## config.mk

```make
export PLATFORM = sky130hd
export DESIGN_NAME = guess_round_ctrl_flat
export DESIGN_NICKNAME = d
export VERILOG_FILES = /design/src/rtl/guess_round_if.sv /design/src/rtl/guess_round_ctrl.sv /design/src/flat_wrapper.sv
export SDC_FILE = /design/constraint.sdc
export NUM_CORES = 1
export LEC_CHECK = 0
export CORE_AREA = 2 2 107 109
export CTS_CLUSTER_DIAMETER = 40
export DETAILED_ROUTE_END_ITERATION = 12
export DIE_AREA = 0 0 109 111
export SETUP_SLACK_MARGIN = 0.4
export SYNTH_ARGS = -nofsm -noshare
export SYNTH_HDL_FRONTEND = slang
export SYNTH_SLANG_ARGS = --single-unit
```

## constraint.sdc

```tcl
create_clock -name clk -period 3.8 [get_ports clk]
set_clock_uncertainty 0.15 [all_clocks]
set_input_delay 0.76 -clock clk [delete_from_list [all_inputs] [get_ports clk]]
set_output_delay 0.76 -clock clk [all_outputs]
set_load 0.01 [all_outputs]
```

## src/rtl/guess_round_if.sv

```systemverilog
// Handshake and status bundle between the guess round controller and its neighbours.
// The master drives start/difficulty/guess/secret; the slave returns round status.
interface guess_round_if;
    logic       start;
    logic [1:0] difficulty;
    logic       guess_valid;
    logic [6:0] guess;
    logic [6:0] secret;
    logic [2:0] state;
    logic [6:0] time_left;
    logic [3:0] attempts;
    logic       hint_high;
    logic       hint_low;
    logic       win;
    logic       lose;

    modport master (
        output start, difficulty, guess_valid, guess, secret,
        input  state, time_left, attempts, hint_high, hint_low, win, lose
    );

    modport slave (
        input  start, difficulty, guess_valid, guess, secret,
        output state, time_left, attempts, hint_high, hint_low, win, lose
    );
endinterface

```

## src/rtl/guess_round_ctrl.sv

```systemverilog
// Round sequencer for the number-guessing game: countdown, guesses, hints, win/lose.
// Optional macro PENALTY_EN: wrong guesses subtract PENALTY_SEC from the countdown.
module guess_round_ctrl #(
    parameter int unsigned TICKS_PER_SEC = 50000000,
    parameter int unsigned T_EASY        = 30,
    parameter int unsigned T_MED         = 60,
    parameter int unsigned T_HARD        = 90,
    parameter int unsigned MAX_ATTEMPTS  = 10,
    parameter int unsigned PENALTY_SEC   = 5
) (
    input  logic          clk,
    input  logic          reset,
    guess_round_if.slave  bus
);

    localparam int unsigned PW = (TICKS_PER_SEC > 1) ? $clog2(TICKS_PER_SEC) : 1;
    localparam logic [PW-1:0] PrescLast = PW'(TICKS_PER_SEC - 1);
`ifdef PENALTY_EN
    localparam bit PenaltyOn = 1'b1;
`else
    localparam bit PenaltyOn = 1'b0;
`endif

    typedef enum logic [2:0] {
        StIdle = 3'd0,
        StArm  = 3'd1,
        StPlay = 3'd2,
        StWon  = 3'd3,
        StLost = 3'd4
    } state_e;

    state_e        state_q, state_d;
    logic [6:0]    time_q, time_d;
    logic [3:0]    att_q, att_d;
    logic          hh_q, hh_d;
    logic          hl_q, hl_d;
    logic          win_q, win_d;
    logic          lose_q, lose_d;
    logic [PW-1:0] presc_q, presc_d;
    logic [1:0]    diff_q, diff_d;

    logic       tick;
    logic       start_ok;
    logic       guess_in;
    logic       guess_hit;
    logic       guess_wrong;
    logic       out_of_tries;
    logic       time_out;
    logic [3:0] att_inc;
    logic [6:0] load_time;
    logic [7:0] dec;
    logic [6:0] time_after;

    // Event decode for the current cycle
    always_comb begin
        tick         = (state_q == StPlay) && (presc_q == PrescLast);
        start_ok     = bus.start && (bus.difficulty != 2'd0);
        guess_in     = (state_q == StPlay) && bus.guess_valid;
        guess_hit    = guess_in && (bus.guess == bus.secret);
        guess_wrong  = guess_in && !guess_hit;
        att_inc      = (att_q == 4'hF) ? att_q : att_q + 4'd1;
        out_of_tries = guess_wrong && (({1'b0, att_q} + 5'd1) == 5'(MAX_ATTEMPTS));

        unique case (diff_q)
            2'd1:    load_time = 7'(T_EASY);
            2'd2:    load_time = 7'(T_MED);
            2'd3:    load_time = 7'(T_HARD);
            default: load_time = 7'd0;
        endcase

        // Tick and penalty are combined into one saturating subtraction
        dec = {7'd0, tick};
        if (PenaltyOn && guess_wrong) begin
            dec = dec + 8'(PENALTY_SEC);
        end
        time_out   = (dec != 8'd0) && ({1'b0, time_q} <= dec);
        time_after = time_out ? 7'd0 : time_q - dec[6:0];
    end

    always_comb begin
        state_d = state_q;
        time_d  = time_q;
        att_d   = att_q;
        hh_d    = hh_q;
        hl_d    = hl_q;
        presc_d = presc_q;
        diff_d  = diff_q;

        case (state_q)
            StIdle, StWon, StLost: begin
                if (start_ok) begin
                    diff_d  = bus.difficulty;
                    state_d = StArm;
                end
            end
            StArm: begin
                time_d  = load_time;
                att_d   = 4'd0;
                hh_d    = 1'b0;
                hl_d    = 1'b0;
                presc_d = '0;
                state_d = StPlay;
            end
            StPlay: begin
                presc_d = tick ? '0 : presc_q + PW'(1);
                time_d  = time_after;
                if (guess_in) begin
                    att_d = att_inc;
                    if (guess_hit) begin
                        hh_d = 1'b0;
                        hl_d = 1'b0;
                    end else begin
                        hh_d = bus.guess > bus.secret;
                        hl_d = bus.guess < bus.secret;
                    end
                end
                // A correct guess beats a same-cycle timeout
                if (guess_hit) begin
                    state_d = StWon;
                end else if (time_out || out_of_tries) begin
                    state_d = StLost;
                end
            end
            default: state_d = StIdle;
        endcase

        win_d  = (state_d == StWon);
        lose_d = (state_d == StLost);
    end

    always_ff @(posedge clk) begin
        if (reset) begin
            state_q <= StIdle;
            time_q  <= 7'd0;
            att_q   <= 4'd0;
            hh_q    <= 1'b0;
            hl_q    <= 1'b0;
            win_q   <= 1'b0;
            lose_q  <= 1'b0;
            presc_q <= '0;
            diff_q  <= 2'd0;
        end else begin
            state_q <= state_d;
            time_q  <= time_d;
            att_q   <= att_d;
            hh_q    <= hh_d;
            hl_q    <= hl_d;
            win_q   <= win_d;
            lose_q  <= lose_d;
            presc_q <= presc_d;
            diff_q  <= diff_d;
        end
    end

    assign bus.state     = state_q;
    assign bus.time_left = time_q;
    assign bus.attempts  = att_q;
    assign bus.hint_high = hh_q;
    assign bus.hint_low  = hl_q;
    assign bus.win       = win_q;
    assign bus.lose      = lose_q;

endmodule
```

## src/flat_wrapper.sv

```systemverilog
// flat-port wrapper written by rule: the top's interface ports become plain ports
module guess_round_ctrl_flat 
#(
    parameter int unsigned TICKS_PER_SEC = 50000000,
    parameter int unsigned T_EASY        = 30,
    parameter int unsigned T_MED         = 60,
    parameter int unsigned T_HARD        = 90,
    parameter int unsigned MAX_ATTEMPTS  = 10,
    parameter int unsigned PENALTY_SEC   = 5
)
  (clk, reset, bus_start, bus_difficulty, bus_guess_valid, bus_guess, bus_secret, bus_state, bus_time_left, bus_attempts, bus_hint_high, bus_hint_low, bus_win, bus_lose);
  guess_round_if bus_i ();
  input  logic clk;
  input  logic reset;
  input wire logic [$bits(bus_i.start)-1:0] bus_start;
  input wire logic [$bits(bus_i.difficulty)-1:0] bus_difficulty;
  input wire logic [$bits(bus_i.guess_valid)-1:0] bus_guess_valid;
  input wire logic [$bits(bus_i.guess)-1:0] bus_guess;
  input wire logic [$bits(bus_i.secret)-1:0] bus_secret;
  output wire logic [$bits(bus_i.state)-1:0] bus_state;
  output wire logic [$bits(bus_i.time_left)-1:0] bus_time_left;
  output wire logic [$bits(bus_i.attempts)-1:0] bus_attempts;
  output wire logic [$bits(bus_i.hint_high)-1:0] bus_hint_high;
  output wire logic [$bits(bus_i.hint_low)-1:0] bus_hint_low;
  output wire logic [$bits(bus_i.win)-1:0] bus_win;
  output wire logic [$bits(bus_i.lose)-1:0] bus_lose;
  assign bus_i.start = bus_start;
  assign bus_i.difficulty = bus_difficulty;
  assign bus_i.guess_valid = bus_guess_valid;
  assign bus_i.guess = bus_guess;
  assign bus_i.secret = bus_secret;
  assign bus_state = bus_i.state;
  assign bus_time_left = bus_i.time_left;
  assign bus_attempts = bus_i.attempts;
  assign bus_hint_high = bus_i.hint_high;
  assign bus_hint_low = bus_i.hint_low;
  assign bus_win = bus_i.win;
  assign bus_lose = bus_i.lose;
  guess_round_ctrl #(.TICKS_PER_SEC(TICKS_PER_SEC), .T_EASY(T_EASY), .T_MED(T_MED), .T_HARD(T_HARD), .MAX_ATTEMPTS(MAX_ATTEMPTS), .PENALTY_SEC(PENALTY_SEC)) u_core (.clk(clk), .reset(reset), .bus(bus_i));
endmodule
```

======== Word-level counts from Yosys, hierarchy flattened ========
Index checks and enable logic that the tools add are counted.
word-level totals
  flip-flop bits (word level) ............. 46
  input bits .............................. 20
  output and inout bits ................... 18
  word-level logic and storage cells ...... 65
operators by class
  add/subtract/negate cells ............... 4
  order comparisons ....................... 3
  equality and inequality tests ........... 15
  muxes and demuxes ....................... 18
  reductions and logical operators ........ 16
operators by type and width
  operator                 count
  $pmux W26 S2             1
  $add A26 B1 Y26 const B  1
  $eq A26 B26 Y1 const B   1
  $mux W26                 1
  $pmux W7 S3              1
  $pmux W7 S2              1
  $eq A3 B2 Y1 const B     3
  $mux W3                  3
  $pmux W3 S3              1
  $mux W4                  2
  $pmux W4 S2              1
  $eq A7 B7 Y1             1
  $gt A7 B7 Y1             1
  $le A7 B1 Y1             1
  $logic_and A1 B1 Y1      7
  $lt A7 B7 Y1             1
  $mux W7                  1
  $sub A7 B1 Y7            1
  $eq A3 B3 Y1 const B     2
  $add A4 B1 Y5 const B    1
  $eq A5 B4 Y1 const B     1
  $add A4 B1 Y4 const B    1
  $eq A2 B2 Y1 const B     2
  $eq A4 B4 Y1 const B     1
  13 further kinds         19

======== Longest topological paths before layout ========
  depth in word-level cells ............... 11
  depth in mapped cells ................... 12
  gate-level depth less buffers ........... 12

======== Worst setup path before layout ========
OpenSTA, ideal clock, no wires.
  kind .................................... reg2reg
  start ................................... register u_core.presc_q[0]
  end ..................................... register u_core.time_q[6], in the netlist u_core.bus.time_left[6]
  setup time .............................. 114 ps
  data arrival time ....................... 2685 ps
  required time ........................... 3536 ps
  path slack .............................. 850 ps
  stages on the path, launching flop included .. 12
  buffers on the path ..................... 0
  period minus slack after synthesis ...... 2950 ps
  cells stage by stage .................... dfxtp_1 ha_1 nand4_1 nor3_2 nand2_1 nor2_1 ha_1 ha_1 or3b_2 nor3_1 o21ai_0 a2111oi_0
on the way
  cells in the longest elaborated chain, start to end .. 6
  elaborated cells on any way between the ends .. 7
  classes of those cells .................. add/sub: 1; order compare: 1; eq/ne: 1; mux: 2; reduce/logical: 2
RTL lines
  item                     RTL line                 RTL
  from (decl)              guess_round_ctrl.sv:39   logic [PW-1:0] presc_q, presc_d;
  from (signal assigned)   guess_round_ctrl.sv:150  presc_q <= presc_d;
  $eq A26 B26 Y1 (*)       guess_round_ctrl.sv:56   tick = (state_q == StPlay) && (presc_q == PrescLast);
  $logic_and A1 B1 Y1 (*)  guess_round_ctrl.sv:56
  $le A7 B1 Y1             guess_round_ctrl.sv:76   time_out = (dec != 8'd0) && ({1'b0, time_q} <= dec);
  $logic_and A1 B1 Y1      guess_round_ctrl.sv:76
  $mux W7 (*)              guess_round_ctrl.sv:77   time_after = time_out ? 7'd0 : time_q - dec[6:0];
  $pmux W7 S2 (*)          guess_round_ctrl.sv:89   case (state_q)
  to (signal assigned)     guess_round_ctrl.sv:144  time_q <= time_d;
  to (decl)                guess_round_ctrl.sv:33   logic [6:0] time_q, time_d;
Every way passes the cells marked *; elsewhere a longest branch is shown, timed or not.
A chain may end at the register's enable or synchronous reset.

======== Final worst setup path ========
  start ................................... register u_core.presc_q[6]
  end ..................................... register u_core.time_q[6], in the netlist u_core.bus.time_left[6]
The elaborated chain is that of the path after synthesis.

==> metrics.cfg <==
[power_and_ir_drop]
internal-power_w = 0.000882
p_seq_frac = 0.432
p_leak_nw = 1.25
ir_drop_v = 0.000227
pwr-share-clk = 0.428
swShare = 0.251
power_frac_comb = 0.140
p_sw_w = 0.000295
pwr_density_cell_nw_per_um2 = 345

[timing]
fmax_mhz = 324
setup_tns_ns = 0
hold_viol_final = 0
drv_slew = 0
finalSetupViolCount = 0
fin_crit_sh = 0.813
slew_headroom = 0.502
grt_setup_unrepaired = no
tightest_slew_ns = 0.742
min_period_ns = 3.09

[grt]
antenna_found_initial = 0
grtUsageTotal = 0.118
grt_pass1_vias = 2417
grt-ovfl-total = 0
grt_max_degree = 33
grt_pass1_wl_um = 11600

[detailed_routing]
viasPerCell = 5.06
first_pass_iters = 4
drt-wirelength-per-cell_um = 13.4
via_count = 2590
first_iter_violations = 163
drt-total-wl_um = 6850
drtAntennaViolNets = 0
drc = 0

[clock_tree]
cts_sinks = 46
clk_pin_slew_ns = 0.07
cts_tree = done
cts-root-buf = clkbuf_16
cts_made_buffers = 5
htreeDepth = 2
cts_buffer_depth = 2
clock_latency_ns = 0.29

[floorplan]
die_y_um = 111
die_x_um = 109
die_area_sq_um = 12100
start_util = 0.244
floorplan.rows = 39
ios = 38
core_area_sq_um = 11100

[run]
drv_cap = 0

[critical_path]
critPathKind = reg2reg
worstPathMaxFanout = 7
ff2ff_path_depth = 10
setup.worst_path.start_class = flop
critPathRequiredTime_ns = 3.83
worst_setup_path_end_kind = flop
arrival_ns = 3.12

[logic_synthesis]
synth_edf_count = 0
synth.top_cell.area_share = 0.341
yosys_register_bits = 46
synth_top_area_cell = dfxtp_1
synth_cell_types = 50
syn_inst = 332
synth.top_cells.by_area = dfxtp_1 (34%), ha_1 (7.9%), a21oi_1 (5.0%), nor2_1 (4.6%), a31oi_1 (3.5%)
syn_area_sq_um = 2700
ys_warn_count = 0
async_reset_ff_frac = 0
syn-num-nets = 369
synth_flop_cell = dfxtp_1
synth-seq-area-share = 0.341
syn_avg_cell_area_sq_um = 8.13

[layout]
n_antenna_cell = 0
fin_nets = 405
drive_gt1_frac = 0.0623
post-route-util = 0.308
area_growth_pct = 26.3

[hold_path]
worst_hold_path.num_cells = 2
holdCritPathClass = reg2reg

[placement]
hpwl_um = 4870
io_buffers = 37
gp_congestion = 0.825

[outcome]
outcome = finished, final reports clean

==> final cells by class <==
class / count / area, sq um
clock buffers: 7 / 133
flip-flops and latches: 46 / 921
clock inverters: 1 / 30.0
repair buffers: 43 / 415
fillers: 1165 / 7670
inverters: 17 / 63.8
well taps: 143 / 179
multi-input cells: 255 / 1670
==> placed cells by master, fill, tap and decap left out, drive strengths merged, types with 3 or more instances in the layout <==
master	Yosys	layout
or3	3	3
a21oi	27	27
a41oi	3	3
and3	4	4
o21ai	12	12
nand2	22	22
inv	17	17
nand3	17	17
dfxtp	46	46
xnor2	3	3
nand2b	8	8
or2	4	4
and4	4	4
buf	6	6
nor3b	3	3
xor2	6	6
a211oi	6	6
clkbuf	8	7
nor2	33	33
o21a	3	3
o211ai	3	3
nand4	10	10
nor3	7	7
a22o	10	10
a31oi	15	15
a21o	5	5
clkdlybuf4s50	0	37
ha	17	17
nor2b	3	3
nor4	6	6
==> state kept, by name (all words and copies together) (netlist names) <==
| name | flops |
|---|---|
| u_core.bus.win | 1 |
| u_core.bus.attempts | 4 |
| u_core.bus.time_left | 7 |
| u_core.bus.lose | 1 |
| u_core.bus.hint_low | 1 |
| u_core.bus.state | 3 |
| u_core.presc_q | 26 |
| u_core.diff_q | 2 |
| u_core.bus.hint_high | 1 |
==> Yosys cell counts (3+ instances only) <==
library cell	number
nor2b_1	3
nor4_1	6
xor2_1	6
a31oi_1	15
dfxtp_1	46
clkbuf_1	8
and3_1	4
or2_2	4
nand3_1	16
a211oi_1	5
ha_1	17
nor3_1	6
nand2b_1	8
nand2_1	22
nand4_1	10
buf_2	4
a21o_1	5
inv_1	17
a22o_1	10
o211ai_1	3
xnor2_1	3
and4_1	4
a41oi_1	3
o21a_1	3
nor2_1	33
o21ai_0	11
a21oi_1	27
or3_1	3
==> worst max-delay path, stage by stage, from the launching register on <==
cell and delay (ns):
dfxtp_1 0.42, nor4bb_1 0.33, and4_4 0.32, nand2_1 0.11, nor2_1 0.12, ha_1 0.20, ha_1 0.18, or3b_2 0.47
nor3_1 0.20, o21ai_0 0.12, a2111oi_1 0.35
==> per-layer routing <==
layer / vias to the layer above / routed length (um) / global-route usage
met5: - / 0 / 0
met4: 0 / 80 / 0.0402
met3: 6 / 179 / 0.0265
met2: 37 / 3330 / 0.192
met1: 1246 / 3260 / 0.153
li1: 1301 / - / -
==> path summary, 6_finish.rpt <==
| kind | startpoint | to | slack (ns) |
|---|---|---|---|
| setup reg to reg | u_core.presc_q[6] | u_core.bus.time_left[6] | 0.71 |
| hold / removal | u_core.bus.hint_low | u_core.bus.hint_low | 0.30 |
| hold reg to reg | u_core.bus.hint_low | u_core.bus.hint_low | 0.30 |
| setup / recovery | u_core.presc_q[6] | u_core.bus.time_left[6] | 0.71 |
==> per-stage QoR <==
step           instance area, sq um  cells  power, W  hold slack, ns  setup WS, ns
2_1_floorplan                  2700    332  0.000614           0.282         0.850
3_3_place_gp                   3220    502  0.000680           0.285         0.668
6_report                       3410    512   0.00118           0.297         0.709
3_5_place_dp                   3220    502  0.000682           0.295         0.543
4_1_cts                        3380    510   0.00119           0.304         0.476
5_1_grt                        3410    512   0.00122           0.360         0.381
==> logic make-up (layout without fill, tap and decap cells) <==
logic type,count (synthesis),count (layout),share of synthesized area
xor gates and xnor gates,9,9,0.0292
muxes,2,2,0.00741
buffers and inverters,31,68,0.0450
DFF,46,46,0.341
adders and majority gates,17,17,0.0788
and+or+nand+nor,133,133,0.265
AOI/OAI and AO/OA,94,94,0.234
==> power by group through the flow <==
| stage | clock, W | combinational [W] | sequential (W) |
|---|---|---|---|
| 4_1_cts | 0.000513 | 0.000164 | 0.000509 |
| 3_5_place_dp | 0 | 0.000163 | 0.000520 |
| 5_1_grt | 0.000530 | 0.000182 | 0.000511 |
| 3_3_place_gp | 0 | 0.000160 | 0.000520 |
| 2_1_floorplan | 0 | 0.0000937 | 0.000520 |
| 6_report | 0.000504 | 0.000164 | 0.000509 |
==> what timing repair did <==
item,CTS,global route
resized for setup,0,4
setup buffers,0,2
setup endpoints to repair,0,1
hold buffers,0,0
Note: power is estimated with default switching activity, not from simulation.
